[src/rtl/video_mix_pkg.sv]
// Shared definitions for the video_mix memory arbiter: owner codes,
// arbiter state encoding and default tuning constants.
package video_mix_pkg;

  // Owner code published on arb_state.
  typedef enum logic [1:0] {
    ARB_RD   = 2'b00,
    ARB_WR0  = 2'b01,
    ARB_WR1  = 2'b10,
    ARB_NONE = 2'b11
  } arb_code_t;

  // Arbiter sequencing states.
  typedef enum logic [1:0] {
    ST_IDLE    = 2'b00,
    ST_GRANT   = 2'b01,
    ST_RELEASE = 2'b10,
    ST_GAP     = 2'b11
  } arb_fsm_t;

  localparam int DEF_TIMEOUT   = 4096;
  localparam int DEF_TO_W      = 13;
  localparam int DEF_GAP       = 2;
  localparam int DEF_RD_STARVE = 3;

endpackage

[src/rtl/video_mem_arb_if.sv]
// Handshake bundle between the video_mix engines and the MCB arbiter.
// master = arbiter side, slave = engine/MCB side.
interface video_mem_arb_if;
  logic       rd_req;
  logic       rd_en;
  logic       rd_donep;
  logic [1:0] wr_req;
  logic [1:0] wr_en;
  logic [1:0] wr_donep;
  logic       mcb_cmd_empty;
  logic [1:0] arb_state;
  logic       timeout_err;
  logic [1:0] starve_cnt;

  modport master (
    input  rd_req, rd_donep, wr_req, wr_donep, mcb_cmd_empty,
    output rd_en, wr_en, arb_state, timeout_err, starve_cnt
  );

  modport slave (
    output rd_req, rd_donep, wr_req, wr_donep, mcb_cmd_empty,
    input  rd_en, wr_en, arb_state, timeout_err, starve_cnt
  );
endinterface

[src/rtl/video_arb_pick.sv]
// Combinational winner selection. A client whose done strobe is still high
// is treated as not requesting, so a finished engine is never re-granted
// on its own trailing done.
module video_arb_pick
  import video_mix_pkg::*;
#(
  parameter int RD_STARVE = DEF_RD_STARVE
) (
  input  logic       rd_req,
  input  logic       rd_donep,
  input  logic [1:0] wr_req,
  input  logic [1:0] wr_donep,
  input  logic       rr_ptr,      // 0 = WR0 next, 1 = WR1 next
  input  logic [1:0] starve_cnt,
  output logic       valid,
  output arb_code_t  winner
);

  logic       rd_ok;
  logic [1:0] wr_ok;

  // Read wins when alone or when it has been starved long enough;
  // otherwise writes are served round robin starting at rr_ptr.
  always_comb begin
    // NOTE: every output gets a default first so no path leaves it unassigned (no latch).
    valid  = 1'b0;
    winner = ARB_NONE;
    rd_ok  = rd_req & ~rd_donep;
    wr_ok  = wr_req & ~wr_donep;

    if (rd_ok && ((wr_ok == 2'b00) || (starve_cnt == 2'(RD_STARVE)))) begin
      valid  = 1'b1;
      winner = ARB_RD;
    end else if (wr_ok[rr_ptr]) begin
      valid  = 1'b1;
      winner = rr_ptr ? ARB_WR1 : ARB_WR0;
    end else if (wr_ok[~rr_ptr]) begin
      valid  = 1'b1;
      winner = rr_ptr ? ARB_WR0 : ARB_WR1;
    end
  end

endmodule

[src/rtl/video_mem_arb.sv]
// MCB port arbiter for the video_mix engines: one display read engine and
// two camera write engines. Exactly one memcon_en is held high per grant
// until the owner's done handshake (or a timeout) ends it, then the MCB
// command FIFO is allowed to drain before the next owner is picked.
module video_mem_arb
  import video_mix_pkg::*;
#(
  parameter int TIMEOUT   = DEF_TIMEOUT,
  parameter int TO_W      = DEF_TO_W,
  parameter int GAP       = DEF_GAP,
  parameter int RD_STARVE = DEF_RD_STARVE
) (
  input  logic            memclk,
  input  logic            mem_rst_n,
  video_mem_arb_if.master bus
);

  localparam int GAP_W = (GAP > 1) ? $clog2(GAP) : 1;

  arb_fsm_t         state_q,   state_d;
  arb_code_t        arb_q,     arb_d;
  logic             rd_en_q,   rd_en_d;
  logic [1:0]       wr_en_q,   wr_en_d;
  logic             terr_q,    terr_d;
  logic [1:0]       starve_q,  starve_d;
  logic             rr_q,      rr_d;
  logic [TO_W-1:0]  to_cnt_q,  to_cnt_d;
  logic [GAP_W-1:0] gap_cnt_q, gap_cnt_d;

  logic      pick_valid;
  arb_code_t pick_winner;
  logic      owner_donep;

  video_arb_pick #(
    .RD_STARVE(RD_STARVE)
  ) u_pick (
    .rd_req    (bus.rd_req),
    .rd_donep  (bus.rd_donep),
    .wr_req    (bus.wr_req),
    .wr_donep  (bus.wr_donep),
    .rr_ptr    (rr_q),
    .starve_cnt(starve_q),
    .valid     (pick_valid),
    .winner    (pick_winner)
  );

  // Done strobe of the current owner only; other clients' strobes are ignored.
  always_comb begin
    owner_donep = 1'b0;
    case (arb_q)
      ARB_RD:  owner_donep = bus.rd_donep;
      ARB_WR0: owner_donep = bus.wr_donep[0];
      ARB_WR1: owner_donep = bus.wr_donep[1];
      default: owner_donep = 1'b0;
    endcase
  end

  // Next-state and next-output logic for the grant sequencer.
  always_comb begin
    state_d   = state_q;
    arb_d     = arb_q;
    rd_en_d   = rd_en_q;
    wr_en_d   = wr_en_q;
    terr_d    = 1'b0;
    starve_d  = starve_q;
    rr_d      = rr_q;
    to_cnt_d  = to_cnt_q;
    gap_cnt_d = gap_cnt_q;

    case (state_q)
      ST_IDLE: begin
        arb_d = ARB_NONE;
        if (pick_valid) begin
          state_d  = ST_GRANT;
          arb_d    = pick_winner;
          rd_en_d  = (pick_winner == ARB_RD);
          wr_en_d  = {pick_winner == ARB_WR1, pick_winner == ARB_WR0};
          to_cnt_d = '0;
          if (pick_winner == ARB_RD) begin
            starve_d = 2'd0;
          end else begin
            if (bus.rd_req && (starve_q != 2'(RD_STARVE)))
              starve_d = starve_q + 2'd1;
            // Next round starts at the engine that did not just win.
            rr_d = (pick_winner == ARB_WR0);
          end
        end
      end

      ST_GRANT: begin
        if (owner_donep) begin
          rd_en_d = 1'b0;
          wr_en_d = 2'b00;
          state_d = ST_RELEASE;
        end else if (to_cnt_q == TO_W'(TIMEOUT - 1)) begin
          rd_en_d = 1'b0;
          wr_en_d = 2'b00;
          terr_d  = 1'b1;
          state_d = ST_RELEASE;
        end else begin
          to_cnt_d = to_cnt_q + TO_W'(1);
        end
      end

      ST_RELEASE: begin
        // Owner must have finished its handshake and the MCB must have
        // drained its commands before anyone else may issue.
        if (bus.mcb_cmd_empty && !owner_donep) begin
          arb_d     = ARB_NONE;
          gap_cnt_d = '0;
          state_d   = (GAP == 0) ? ST_IDLE : ST_GAP;
        end
      end

      ST_GAP: begin
        if (int'(gap_cnt_q) >= GAP - 1) state_d = ST_IDLE;
        else gap_cnt_d = gap_cnt_q + GAP_W'(1);
      end

      default: state_d = ST_IDLE;
    endcase
  end

  // State and output registers with synchronous active-low reset.
  always_ff @(posedge memclk) begin
    // NOTE: sequential state uses non-blocking assignments so every register samples pre-edge values.
    if (!mem_rst_n) begin
      state_q   <= ST_IDLE;
      arb_q     <= ARB_NONE;
      rd_en_q   <= 1'b0;
      wr_en_q   <= 2'b00;
      terr_q    <= 1'b0;
      starve_q  <= 2'd0;
      rr_q      <= 1'b0;
      to_cnt_q  <= '0;
      gap_cnt_q <= '0;
    end else begin
      state_q   <= state_d;
      arb_q     <= arb_d;
      rd_en_q   <= rd_en_d;
      wr_en_q   <= wr_en_d;
      terr_q    <= terr_d;
      starve_q  <= starve_d;
      rr_q      <= rr_d;
      to_cnt_q  <= to_cnt_d;
      gap_cnt_q <= gap_cnt_d;
    end
  end

  assign bus.rd_en       = rd_en_q;
  assign bus.wr_en       = wr_en_q;
  assign bus.arb_state   = arb_q;
  assign bus.timeout_err = terr_q;
  assign bus.starve_cnt  = starve_q;

endmodule

[src/flat_wrapper.sv]
// flat-port wrapper written by rule: the top's interface ports become plain ports
module video_mem_arb_flat import video_mix_pkg::*;
#(
  parameter int TIMEOUT   = DEF_TIMEOUT,
  parameter int TO_W      = DEF_TO_W,
  parameter int GAP       = DEF_GAP,
  parameter int RD_STARVE = DEF_RD_STARVE
)
  (memclk, mem_rst_n, bus_rd_req, bus_rd_donep, bus_wr_req, bus_wr_donep, bus_mcb_cmd_empty, bus_rd_en, bus_wr_en, bus_arb_state, bus_timeout_err, bus_starve_cnt);
  video_mem_arb_if bus_i ();
  input  logic memclk;
  input  logic mem_rst_n;
  input wire logic [$bits(bus_i.rd_req)-1:0] bus_rd_req;
  input wire logic [$bits(bus_i.rd_donep)-1:0] bus_rd_donep;
  input wire logic [$bits(bus_i.wr_req)-1:0] bus_wr_req;
  input wire logic [$bits(bus_i.wr_donep)-1:0] bus_wr_donep;
  input wire logic [$bits(bus_i.mcb_cmd_empty)-1:0] bus_mcb_cmd_empty;
  output wire logic [$bits(bus_i.rd_en)-1:0] bus_rd_en;
  output wire logic [$bits(bus_i.wr_en)-1:0] bus_wr_en;
  output wire logic [$bits(bus_i.arb_state)-1:0] bus_arb_state;
  output wire logic [$bits(bus_i.timeout_err)-1:0] bus_timeout_err;
  output wire logic [$bits(bus_i.starve_cnt)-1:0] bus_starve_cnt;
  assign bus_i.rd_req = bus_rd_req;
  assign bus_i.rd_donep = bus_rd_donep;
  assign bus_i.wr_req = bus_wr_req;
  assign bus_i.wr_donep = bus_wr_donep;
  assign bus_i.mcb_cmd_empty = bus_mcb_cmd_empty;
  assign bus_rd_en = bus_i.rd_en;
  assign bus_wr_en = bus_i.wr_en;
  assign bus_arb_state = bus_i.arb_state;
  assign bus_timeout_err = bus_i.timeout_err;
  assign bus_starve_cnt = bus_i.starve_cnt;
  video_mem_arb #(.TIMEOUT(TIMEOUT), .TO_W(TO_W), .GAP(GAP), .RD_STARVE(RD_STARVE)) u_core (.memclk(memclk), .mem_rst_n(mem_rst_n), .bus(bus_i));
endmodule
[config.mk]
export PLATFORM = sky130hd
export DESIGN_NAME = video_mem_arb_flat
export DESIGN_NICKNAME = d
export VERILOG_FILES = /design/src/rtl/video_mix_pkg.sv /design/src/rtl/video_mem_arb_if.sv /design/src/rtl/video_arb_pick.sv /design/src/rtl/video_mem_arb.sv /design/src/flat_wrapper.sv
export SDC_FILE = /design/constraint.sdc
export NUM_CORES = 1
export LEC_CHECK = 0
export ABC_CLOCK_PERIOD_IN_PS = 2300
export CORE_MARGIN = 3
export CORE_UTILIZATION = 49
export CTS_CLUSTER_DIAMETER = 100
export DETAILED_ROUTE_END_ITERATION = 8
export PLACE_DENSITY_LB_ADDON = 0.12
export SYNTH_ARGS = -nofsm -noshare
export SYNTH_HDL_FRONTEND = slang
export SYNTH_SLANG_ARGS = --single-unit
[constraint.sdc]
create_clock -name memclk -period 2.3 [get_ports memclk]
set_input_delay 0.575 -clock memclk [delete_from_list [all_inputs] [get_ports memclk]]
set_output_delay 0.575 -clock memclk [all_outputs]
set_load 0.05 [all_outputs]
Yosys cells after proc, flatten, opt, wreduce, memory -nomap -nowiden
Index checks and enable logic that the tools add are counted.
- multiplexer cells: 39
- reductions and logical operators: 21
- bitwise gates (word level): 8
- eq/ne operators: 17
- $lt $le $gt $ge: 3
- $add $sub $neg: 3
- operators by type and width (kind ; count):
    2-to-1 mux 13 bit ; 3
    2-to-1 mux 2 bit ; 16
    case mux 13 bit (2 select lines) ; 1
    adder 13 x 1 -> 13 bit (second input constant) ; 1
    == test 13 x 12 -> 1 bit (second input constant) ; 1
    2-to-1 mux 1 bit ; 13
    AND reduction 3 bit ; 4
    == test 2 bit (second input constant) ; 5
    zero test 2 bit ; 4
    inequality test 2 bit (second input constant) ; 4
    case mux 2 bit (2 select lines) ; 2
    case mux 2 bit (4 select lines) ; 1
    AND reduction 4 bit ; 2
    nonzero test 2 bit ; 4
    == test 2 x 1 -> 1 bit (second input constant) ; 3
    inequality test 2 x 1 -> 1 bit (second input constant) ; 3
    inverter 1 bit ; 5
    less-than comparator 1 x 2 -> 1 bit (second input constant) ; 2
    case mux 1 bit (2 select lines) ; 2
    logical AND 1 bit ; 3
    inequality test 3 x 1 -> 1 bit (second input constant) ; 1
    case mux 1 bit (3 select lines) ; 1
    OR reduction 3 bit ; 1
    adder 2 x 1 -> 2 bit (second input constant) ; 1
    8 further kinds ; 8
- flip-flop bits (word level): 25
- output and inout port bits: 8
- word-level logic and storage cells: 100

Depth between registers and ports, before layout
- depth in word-level cells: 10
- gate-level depth with buffers: 9
- mapped depth without buffers: 7

By module
A second synthesis with hierarchy kept.
- cells, all modules: 183
- area, all modules: 1522.7 um^2
- modules (own cells, without submodules) (module ; instances ; cells each ; area an instance (um^2)):
    video_mem_arb ; 1 ; 172 ; 1452.6
    video_arb_pick ; 1 ; 11 ; 70.1

Worst setup path after synthesis
No wires, ideal clock.
- kind: register -> register
- from: register u_core.arb_q[0], in the netlist u_core.bus.arb_state[0]
- to: register u_core.to_cnt_q[9]
- setup slack: 0.258 ns
- arrival time: 1.971 ns
- library setup time: 0.070 ns
- stages on the path, launching flop included: 6
- required time: 2.230 ns
- cell sequence: dfxtp_1 -> mux2i_1 -> o21a_1 -> o211ai_2 -> or4_2 -> a21oi_1
- cells in the longest elaborated chain, start to end: 4
- elaborated cells between the ends (all ways): 6
- those cells by class: 3 x eq/ne; 1 x mux; 2 x reduce/logical
- ends and longest elaborated chain (what ; line ; source):
    from (decl) ; video_mem_arb.sv:21 ; arb_code_t arb_q, arb_d;
    from (signal assigned) ; video_mem_arb.sv:139 ; arb_q <= arb_d;
    == test 2 bit, or another cell as far along ; video_mem_arb.sv:50 ; case (arb_q)
    case mux 1 bit (3 select lines) * ; video_mem_arb.sv:50 ;
    inequality test 2 bit (no line) * ; -- ;
    AND reduction 4 bit (no line) * ; -- ;
    to (signal assigned) ; video_mem_arb.sv:145 ; to_cnt_q <= to_cnt_d;
    to (decl) ; video_mem_arb.sv:27 ; logic [TO_W-1:0] to_cnt_q, to_cnt_d;
Every way passes the cells marked *; elsewhere a longest branch is shown, timed or not.
A chain may end at the register's enable or synchronous reset.

Final worst setup path
- from: register u_core.arb_q[1], in the netlist u_core.bus.arb_state[1]
- to: output bus_arb_state[1]
- RTL lines (what ; line ; source):
    to (decl) ; flat_wrapper.sv:20 ; output wire logic [$bits(bus_i.arb_state)-1:0] bus_arb_state;
No word-level cell between the ends.

==> results.toml <==
[critical_path]
cpPeakStageDelay_ns = 0.85
crit_path_start_kind = "register"
end_kind = "output port"
crit_chain = "clkdlybuf4s50_1"
cp.required_ns = 1.73
cp_num_buf_inv = 1
path_max_fanout = 7
cp_slowest_cell = "clkdlybuf4s50_1"
cp_top_family = "buffers and inverters"
arrival_ns = 1.63
path_class = "register to output port"

[sta]
period_needed_ns = 2.207
setup_viol = 0
hold_viol_final = 0
setup_ws_ns = 0.09316
timing.final.max_slew_violations = 0
max_slew_margin = 0.6656
worstMarginPinSlew_ns = 0.4970
fmax_ghz = 0.4531
skew_ns = 0.01152
rsz0062_at_grt = "no"
period_share = 0.9595

[floorplanning]
num_rows = 18
initial_core_util = 0.5426
design.core.area_um2 = 2613
dieWidth_um = 59.79
die_y_um = 59.79
io-pin-count = 17
die_area_um2 = 3574

[clock_tree]
h-tree-depth = 1
clkSinkCount = 25
post_cts_buffers = 0
cts_buffers = 3
cts-resized-gates = 0
cts_tree = "yes"
hold_buffers = 0
clockBufferDepth = 2
clockRootBuffer = "clkbuf_4"
clock_latency_ns = 0.32
path_clk_slew_ns = 0.14

[placed_design]
port_buffers = 16
dpl-instance-area_um2 = 1682
detailed_place_hpwl_um = 2419
place_ws_ns = -0.1689
place_congestion = 0.9053
dp_cells = 225

[pwr]
power.switching_w = 0.0006087
powerDensity_nw_per_um2 = 863.8
internal-power_w = 0.0008665
p_comb_frac = 0.508
power_leakage_nw = 0.6076
clock_power_share = 0.134
ir_drop_v = 0.0007635
sequentialPowerShare = 0.357
switching_share = 0.4126

[final_layout]
final_cell_mix = "25 x dfxtp_1, 16 x o21ai_0, 16 x clkdlybuf4s50_1, 15 x nand2_1"
fin_cells = 229
num-fill-cells = 234
final_nets = 215
final_common_cell = "dfxtp_1"
drive_above_1_share = 0.1558
syn2layout_area_growth_pct = 20.48
n_antenna_cell = 0
fin_area_um2 = 1708

[synth]
ys_ff_latch = 25
yosysTopAreaCellShare = 0.3530
synthSimpleGateAreaFrac = 0.2833
yosys_warnings = 0
synth_compound_gate_area_share = 0.2374
synth-xor-area-share = 0.006178
synth.avg_cell_area_um2 = 8.388
syn_nets = 184
syn-cell-area_um2 = 1418
synth_top_area_cell = "dfxtp_1"
synth-async-reset-ratio = 0
synth-edff-count = 0
synth_ff_type = "dfxtp_1"
synthTopCellsByArea = "dfxtp_1 35%, o21ai_0 5.6%, ha_1 5.3%"
synth_top_family_by_area = "simple AND/OR/NAND/NOR gates"
ys_types = 41
synth_fa_ha_area_frac = 0.05296
muxShareOfSynthArea = 0.02118
yosysSeqAreaShare = 0.3530
syn_inst = 169

[global_route]
use_met3 = 0.04104
grt_pass1_vias = 1212
top_usage_layer = "met2"
antenna_found_initial = 0
grt_pass1_wl_um = 5064
gr-total-overflow = 0
grt_usage = 0.1816
grt_util_met1 = 0.2096
grt_max_degree = 14
grt.met2_usage = 0.3380

[detailed_routing]
wl_um = 3015
wl_per_cell_um = 13.17
drt_iter0_markers = 97
drc_errors = 0
ant_nets = 0
avgViaCountPerCell = 5.799
vias = 1328
first_pass_iters = 5

[hold_path]
hold_path_class = "register to register"

[flow_run]
drv_cap = 0

[run_status]
outcome = "finished, final reports clean"
layout make-up:
| cell class | count | area [um2] | area share |
|---|---|---|---|
| Sequential cell | 25 | 500.5 | 0.2930 |
| Timing Repair Buffer | 30 | 265.3 | 0.1553 |
| Multi-Input combinational cell | 133 | 852.1 | 0.4989 |
| Tap cell | 30 | 37.54 | 0.02198 |
| Clock buffer | 4 | 26.28 | 0.01538 |
| Inverter | 7 | 26.28 | 0.01538 |
synth_stat cells, types with 2 or more instances:
master     n
nand4_1    2
nand2_1   15
o21a_1     2
a21boi_0   2
nor3_1     3
inv_1      7
and2_1     4
ha_1       6
or4_1      3
o21ai_0   16
or3_1      2
nor2b_1    5
o41ai_1    2
o31ai_1    5
nor2_1     9
a221o_1    2
or3_2      7
dfxtp_1   25
clkbuf_1   2
or2_2      2
nand2b_1   5
a21oi_1   14
nand3_1    9
mux2i_1    3
stage by stage:
stage	hold slack, ns	util	TNS [ns]	total power, W
after detailed placement	0.4750	0.6437	-1.681	0.001290
after global placement	0.4601	0.6437	-0.9488	0.001264
after global routing	0.5209	0.6537	0	0.001590
after CTS	0.4938	0.6537	0	0.001489
final	0.4910	0.6537	0	0.001475
after floorplan	0.4519	-	0	0.001076
metal layers:
layer | part of all wire | wire length [um]
met4 | 0.0056 | 17
met5 | 0 | 0
met1 | 0.44 | 1334
met2 | 0.51 | 1534
met3 | 0.042 | 127
power by group through the flow:
stage	Combinational [W]	Sequential, W	Clock [W]
after floorplan	0.000480	0.000596	0
after global placement	0.000731	0.000533	0
after detailed placement	0.000752	0.000538	0
after CTS	0.000755	0.000528	0.000206
after global routing	0.000825	0.000538	0.000227
final	0.000750	0.000527	0.000198
flip-flops by register name (all words and copies together), names as in the netlist:
| name | count |
|---|---|
| u_core.state_q | 2 |
| u_core.bus.wr_en | 2 |
| u_core.to_cnt_q | 13 |
| u_core.bus.starve_cnt | 2 |
| u_core.bus.arb_state | 2 |
| u_core.bus.timeout_err | 1 |
| u_core.gap_cnt_q | 1 |
| u_core.rr_q | 1 |
| u_core.bus.rd_en | 1 |
worst paths after layout:
check	start	cells after the start	slack [ns]	end
max reg2reg	u_core.to_cnt_q[0]	8	0.21	u_core.to_cnt_q[0]
min	u_core.bus.wr_en[1]	2	0.49	u_core.bus.wr_en[1]
max	u_core.bus.arb_state[1]	1	0.09	bus_arb_state[1]
min reg2reg	u_core.bus.wr_en[1]	2	0.49	u_core.bus.wr_en[1]
cell families (layout without fill, tap and decap cells):
kind of cell | Yosys count | after routing
DFF | 25 | 25
AOI/OAI and AO/OA | 51 | 51
adders and majority gates | 6 | 6
xor gates and xnor gates | 1 | 1
and+or+nand+nor | 72 | 72
buffers and inverters | 11 | 41
muxes | 3 | 3
tightest hold or removal path, cell delays in order (launching register included):
cell and delay, ns:
dfxtp_1 0.34, nand3_1 0.07, o41ai_1 0.06
Power figures use the tool's default switching activity.
